<file path="src/rtl/fwd_hazard_unit.sv">
`default_nettype none
// ============================================================================
// fwd_hazard_unit : EX-stage operand forwarding selects, load-use stall
//                   detection and saturating stall-cycle counter.  rev 1.0
// ============================================================================
module fwd_hazard_unit #(
  parameter int ADDR_W = 5,
  parameter int CNT_W  = 16
) (
  input  logic              clk_i,
  input  logic              rst_i,
  input  logic              id_valid_i,
  input  logic [ADDR_W-1:0] id_rs_i,
  input  logic [ADDR_W-1:0] id_rt_i,
  input  logic [ADDR_W-1:0] id_rd_i,
  input  logic              id_regwrite_i,
  input  logic              id_memread_i,
  input  logic              flush_i,
  output logic [1:0]        fwd_a_o,
  output logic [1:0]        fwd_b_o,
  output logic              stall_o,
  output logic [CNT_W-1:0]  stall_cnt_o
);

  localparam logic [1:0] SEL_REGFILE = 2'b00;
  localparam logic [1:0] SEL_EXMEM   = 2'b01;
  localparam logic [1:0] SEL_MEMWB   = 2'b10;

  // Shadow pipeline slots; MEM/WB keep only what forwarding needs.
  logic              ex_valid, ex_regwrite, ex_memread;
  logic [ADDR_W-1:0] ex_rs, ex_rt, ex_rd;
  logic              mem_valid, mem_regwrite;
  logic [ADDR_W-1:0] mem_rd;
  logic              wb_valid, wb_regwrite;
  logic [ADDR_W-1:0] wb_rd;
  logic [CNT_W-1:0]  stall_cnt;

  logic mem_writer, wb_writer, ex_load_writer, id_load_dep, ex_load;

  always_comb begin
    mem_writer     = mem_valid && mem_regwrite && (mem_rd != '0);
    wb_writer      = wb_valid  && wb_regwrite  && (wb_rd  != '0);
    ex_load_writer = ex_valid && ex_memread && ex_regwrite && (ex_rd != '0);
    id_load_dep    = (ex_rd == id_rs_i) || (ex_rd == id_rt_i);
    ex_load        = id_valid_i && !stall_o && !flush_i;
  end

  assign stall_o = ex_load_writer && id_valid_i && id_load_dep;

  // MEM has priority over WB: it holds the younger value of the register.
  always_comb begin
    fwd_a_o = SEL_REGFILE;
    fwd_b_o = SEL_REGFILE;
    if (ex_valid) begin
      if (mem_writer && (mem_rd == ex_rs))      fwd_a_o = SEL_EXMEM;
      else if (wb_writer && (wb_rd == ex_rs))   fwd_a_o = SEL_MEMWB;
      if (mem_writer && (mem_rd == ex_rt))      fwd_b_o = SEL_EXMEM;
      else if (wb_writer && (wb_rd == ex_rt))   fwd_b_o = SEL_MEMWB;
    end
  end

  always_ff @(posedge clk_i) begin
    if (rst_i) begin
      ex_valid     <= 1'b0;
      ex_rs        <= '0;
      ex_rt        <= '0;
      ex_rd        <= '0;
      ex_regwrite  <= 1'b0;
      ex_memread   <= 1'b0;
      mem_valid    <= 1'b0;
      mem_rd       <= '0;
      mem_regwrite <= 1'b0;
      wb_valid     <= 1'b0;
      wb_rd        <= '0;
      wb_regwrite  <= 1'b0;
    end else begin
      wb_valid     <= mem_valid;
      wb_rd        <= mem_rd;
      wb_regwrite  <= mem_regwrite;
      mem_valid    <= ex_valid;
      mem_rd       <= ex_rd;
      mem_regwrite <= ex_regwrite;
      ex_valid     <= ex_load;
      if (ex_load) begin
        ex_rs       <= id_rs_i;
        ex_rt       <= id_rt_i;
        ex_rd       <= id_rd_i;
        ex_regwrite <= id_regwrite_i;
        ex_memread  <= id_memread_i;
      end
    end
  end

  always_ff @(posedge clk_i) begin
    if (rst_i) begin
      stall_cnt <= '0;
    end else if (stall_o && (stall_cnt != {CNT_W{1'b1}})) begin
      stall_cnt <= stall_cnt + {{(CNT_W-1){1'b0}}, 1'b1};
    end
  end

  assign stall_cnt_o = stall_cnt;

endmodule
`default_nettype wire

</file>
<file path="config.mk">
export PLATFORM = sky130hd
export DESIGN_NAME = fwd_hazard_unit
export DESIGN_NICKNAME = d
export VERILOG_FILES = /design/src/rtl/fwd_hazard_unit.sv
export SDC_FILE = /design/constraint.sdc
export NUM_CORES = 1
export LEC_CHECK = 0
export ABC_AREA = 1
export CAP_MARGIN = 20
export CORE_MARGIN = 2
export CORE_UTILIZATION = 56
export CTS_CLUSTER_SIZE = 24
export DETAILED_ROUTE_END_ITERATION = 16
export DONT_BUFFER_PORTS = 1
export PLACE_DENSITY = 0.77
export SYNTH_ARGS = -nofsm -noshare
export SYNTH_HDL_FRONTEND = slang
export SYNTH_SLANG_ARGS = --single-unit
</file>
<file path="constraint.sdc">
create_clock -name clk_i -period 2.3 [get_ports clk_i]
set_clock_uncertainty 0.05 [all_clocks]
set_input_delay 0.23 -clock clk_i [delete_from_list [all_inputs] [get_ports clk_i]]
set_output_delay 0.23 -clock clk_i [all_outputs]
set_load 0.02 [all_outputs]
</file>
* After elaboration in Yosys (flattened, before gate mapping) *
Cells that the tools add are included.

operators by class
  add/sub/neg operators = 1
  equality and inequality tests = 7
  mux-type cells = 6
  reduce and logical (&&, ||, !) cells = 22

operators by type and width
  cell                   count
  $eq 5x5->1             6
  $add 16x1->16 const B  1
  $logic_and 1x1->1      16
  $ne 16x16->1 const B   1
  $reduce_bool 5->1      3
  $mux 2                 6
  $logic_not 1->1        2
  $logic_or 1x1->1       1

word-level totals
  bits in registers = 48
  bits of input ports = 21
  output and inout port bits = 21
  logic and storage cells = 49

* Logic depth before layout (Yosys ltp) *
  depth after elaboration = 8
  mapped depth = 12
  gate-level depth less buffers = 11

* Least setup slack after synthesis *
OpenSTA, ideal clock, no wires.

  path type = reg-to-reg
  start point = reg stall_cnt[0], in the netlist stall_cnt_o[0]
  end point = reg stall_cnt[10], in the netlist stall_cnt_o[10]
  setup time = 0.069 ns
  arrival = 1.668 ns
  data required time = 2.181 ns
  slack = 0.512 ns
  cell stages (with the launch flop) = 11
  buffers on the path = 1
  period minus slack after synthesis = 1.788 ns
  cell sequence = dfxtp_1 > ha_1 > nand2_2 > nor2_4 > nand2_2 > nor2_4 > nand2_4 > nand3_4 > buf_8 > nand2_1 > a21oi_2

between the ends
  cells in the longest elaborated chain, start to end = 2
  elaborated cells on any way between the ends = 3
  those cells by class = 1 x add/sub; 1 x eq/ne; 1 x reduce/logical

ends and longest elaborated chain
  what                                                                   line  RTL
  from (decl)                                                            36    logic [CNT_W-1:0] stall_cnt;
  from (signal assigned)                                                 98    stall_cnt <= stall_cnt + {{(CNT_W-1){1'b0}}, 1'b1};
  parallel branches: the longest is 2 deep, another holds $add 16x1->16  n/a

Parallel ways; which one is timed is not known.
A chain may end at the register's enable or synchronous reset.

* Final worst setup path *
  start point = reg ex_rd[0]
  end point = out stall_o

between the ends
  cells in the longest elaborated chain, start to end = 4
  elaborated cells on any way between the ends = 7
  those cells by class = 2 x eq/ne; 5 x reduce/logical

ends and longest elaborated chain
  what                    line  RTL
  from (decl)             31    logic [ADDR_W-1:0] ex_rs, ex_rt, ex_rd;
  from (signal assigned)  87    ex_rd <= id_rd_i;
  $reduce_bool 5->1       43    ex_load_writer = ex_valid && ex_memread && ex_regwrite && (ex_rd != '0);
  $logic_and 1x1->1       43
  $logic_and 1x1->1       48    assign stall_o = ex_load_writer && id_valid_i && id_load_dep;
  $logic_and 1x1->1 *     48
  to (decl)               21    output logic stall_o,

Every way passes the cells marked *; elsewhere a longest branch is shown, timed or not.

==> impl_metrics.py <==
metrics = {
    "detailed_routing": {
        "initialDrtViolationCount": 161,
        "dr.pass1.iters": 4,
        "ant_nets": 0,
        "wl_um": 5989,
        "viasPerCell": 5.151,
        "drc": 0,
        "wl_per_cell_um": 12.35,
        "vias": 2498,
    },
    "critical_path": {
        "r2r-end": "stall_cnt_o[14]",
        "reg2reg_depth": 8,
        "cp.required_ns": 2.02,
        "r2r_start": "stall_cnt_o[3]",
        "end_kind": "output port",
        "startpoint_type": "flip-flop",
        "timing_worst_setup_path_type": "flip-flop to output port",
        "r2r_slack_ns": 0.49,
        "cp.arrival_ns": 1.80,
        "cp_max_fo": 11,
    },
    "synthesis": {
        "syn_area_um2": 2726,
        "ys_ff_latch": 48,
        "synthCells": 407,
        "synth_cell_types": 31,
        "synth_nets": 429,
        "yosys_warnings": 0,
        "postSynthAreaPerCell_um2": 6.699,
        "synth_seq_area_share_pct": 35.25,
    },
    "finish": {
        "stdcell_count": 485,
        "final_common_cell": "nand2_1",
        "drive_gt1_share_pct": 12.44,
        "syn2layout_area_growth_pct": 8.765,
        "antenna_cells": 0,
        "layout_common_cells": "104 x nand2_1, 57 x inv_1, 49 x nor2_1, 48 x dfxtp_1, 23 x nand3_1",
        "nets": 440,
    },
    "placement": {
        "dpl.cell_count": 477,
        "port_buffers": 0,
        "routabilityCongestion": 0.8922,
        "dp_slack_ns": 0.5086,
        "dp_hpwl_um": 4461,
    },
    "die": {
        "initial_utilization_pct": 57.72,
        "io_pins": 42,
        "core_um2": 4723,
        "die_area_um2": 5443,
        "rows": 25,
        "die_x_um": 73.78,
        "die_y_um": 73.78,
    },
    "cts": {
        "cts_tree": "built",
        "postCtsSetupRepairBufs": 0,
        "clk_path_buf_depth": 2,
        "cts_buffers": 5,
        "clock_latency_ns": 0.30,
        "clock-sinks": 48,
        "cts_max_level": 2,
        "cts_root_buf": "clkbuf_8",
        "clk_pin_slew_ns": 0.08,
    },
    "grt": {
        "grt_pass1_wl_um": 9832,
        "grt_usage_pct": 23.22,
        "grt_pass1_vias": 2142,
        "grt-ovfl-total": 0,
        "grt_antenna_before_repair": 0,
        "grt_max_degree": 27,
    },
    "sta": {
        "worstMarginPinSlew_ns": 0.4958,
        "fin_crit_ns": 2.084,
        "post-route-period-util_pct": 90.60,
        "worst_slack_ns": 0.2163,
        "max_freq_mhz": 479.9,
        "max-slew-margin-rel_pct": 66.91,
        "fin_setup_tns_ns": 0,
        "drv_slew": 0,
        "setup_viol": 0,
        "final_hold_viol_count": 0,
        "rsz0062_at_grt": "false",
    },
    "min_path": {
        "hp-class": "input pin to flip-flop",
        "whs_endpoint": "ex_rd[2]",
        "hold_path_depth": 3,
        "hp-start": "id_rd_i[2]",
    },
    "run_status": {
        "status": "complete, no violations",
    },
    "pwr": {
        "power_density_nw_per_um2": 524.3,
        "peakVddDrop_mv": 0.3088,
        "leakage_nw": 1.387,
        "finalPower_mw": 1.555,
    },
    "job": {
        "cap_viol_max_count": 0,
    },
}
-- kinds of logic after synthesis --
group                      Yosys count  synth area share [%]
and+or+nand+nor                    231                 39.51
buffers and inverters               75                 11.06
DFF                                 48                 35.25
AOI/OAI and AO/OA                   32                 7.297
xor gates and xnor gates            20                 6.425
adders and majority gates            1                0.4589
-- critical path, cell delays in order, from the launching register on --
cell,delay (ns)
dfxtp_1,0.40
inv_1,0.08
nand2_1,0.06
nand2_1,0.05
nor2_1,0.07
nand3_1,0.08
nand2_2,0.07
nand2_1,0.24
buf_4,0.27
inv_1,0.06
buf_4,0.13
-- cell usage after synthesis, drive strengths merged --
master	n	area, um2
nor2	53	216.5
o21ai	2	10.01
inv	61	229.0
nand2	111	439.2
a21oi	26	160.2
buf	8	50.05
dfxtp	48	960.9
nor3	7	46.30
xnor2	10	87.58
o211ai	1	7.510
a221oi	1	8.760
nand3	25	142.6
o22ai	2	12.51
nand3b	11	82.58
or2	2	12.51
ha	1	12.51
clkbuf	6	22.52
xor2	10	87.58
nand4	22	137.6
-- sequential cells by signal, indices dropped and copies added (netlist names) --
register	cells
wb_regwrite	1
ex_memread	1
wb_rd	5
wb_valid	1
mem_valid	1
mem_rd	5
ex_rd	5
ex_rs	5
ex_valid	1
stall_cnt_o	16
ex_regwrite	1
ex_rt	5
mem_regwrite	1
-- repair_timing --
item / 4_1_cts / 5_1_grt
gates resized for setup: 0 / 0
hold buffers: 1 / 0
setup endpoints to repair: 0 / 0
hold endpoints to repair: 26 / 0
-- power by group --
| group | switching [mW] | internal [mW] | leakage (nW) | total, mW |
|---|---|---|---|---|
| Combinational | 0.105 | 0.0744 | 0.955 | 0.180 |
| Clock | 0.276 | 0.207 | 0.0410 | 0.484 |
| Sequential | 0.0302 | 0.861 | 0.391 | 0.891 |
| Total | 0.412 | 1.14 | 1.39 | 1.55 |
-- metrics by stage --
step / util, % / hold slack, ns / cell area, um2
after detailed placement: 60.72 / 0.2463 / 2868
final: 62.78 / 0.07789 / 2965
after global placement: 60.72 / 0.2472 / 2868
after CTS: 62.78 / 0.07261 / 2965
after global routing: 62.78 / 0.08773 / 2965
after floorplan: - / 0.3533 / 2726
-- area by class of cell --
type	count	area, um2
Tap cell	67	83.83
Multi-Input combinational cell	284	1466
Inverter	61	229.0
Clock buffer	6	72.57
Timing Repair Buffer	18	147.6
Fill cell	442	1758
Sequential cell	48	960.9
Clock inverter	1	5.005
-- worst max-delay path by stage --
stage	start	to	slack, ns
2_1_floorplan	stall_cnt_o[0]	stall_cnt_o[10]	0.51
3_3_place_gp	stall_cnt_o[3]	stall_cnt_o[1]	0.55
3_5_place_dp	stall_cnt_o[3]	stall_cnt_o[0]	0.51
4_1_cts	ex_rd[0]	stall_o	0.23
5_1_grt	ex_rd[0]	stall_o	0.06
6_report	ex_rd[0]	stall_o	0.22
-- routing by layer --
layer / vias to the layer above / track usage, % / wire (um)
met5: - / 0 / 0
met4: 0 / 6.263 / 68
met3: 8 / 5.487 / 395
met2: 73 / 36.21 / 2666
met1: 1113 / 32.10 / 2859
li1: 1304 / - / -
Power figures use the tool's default switching activity.
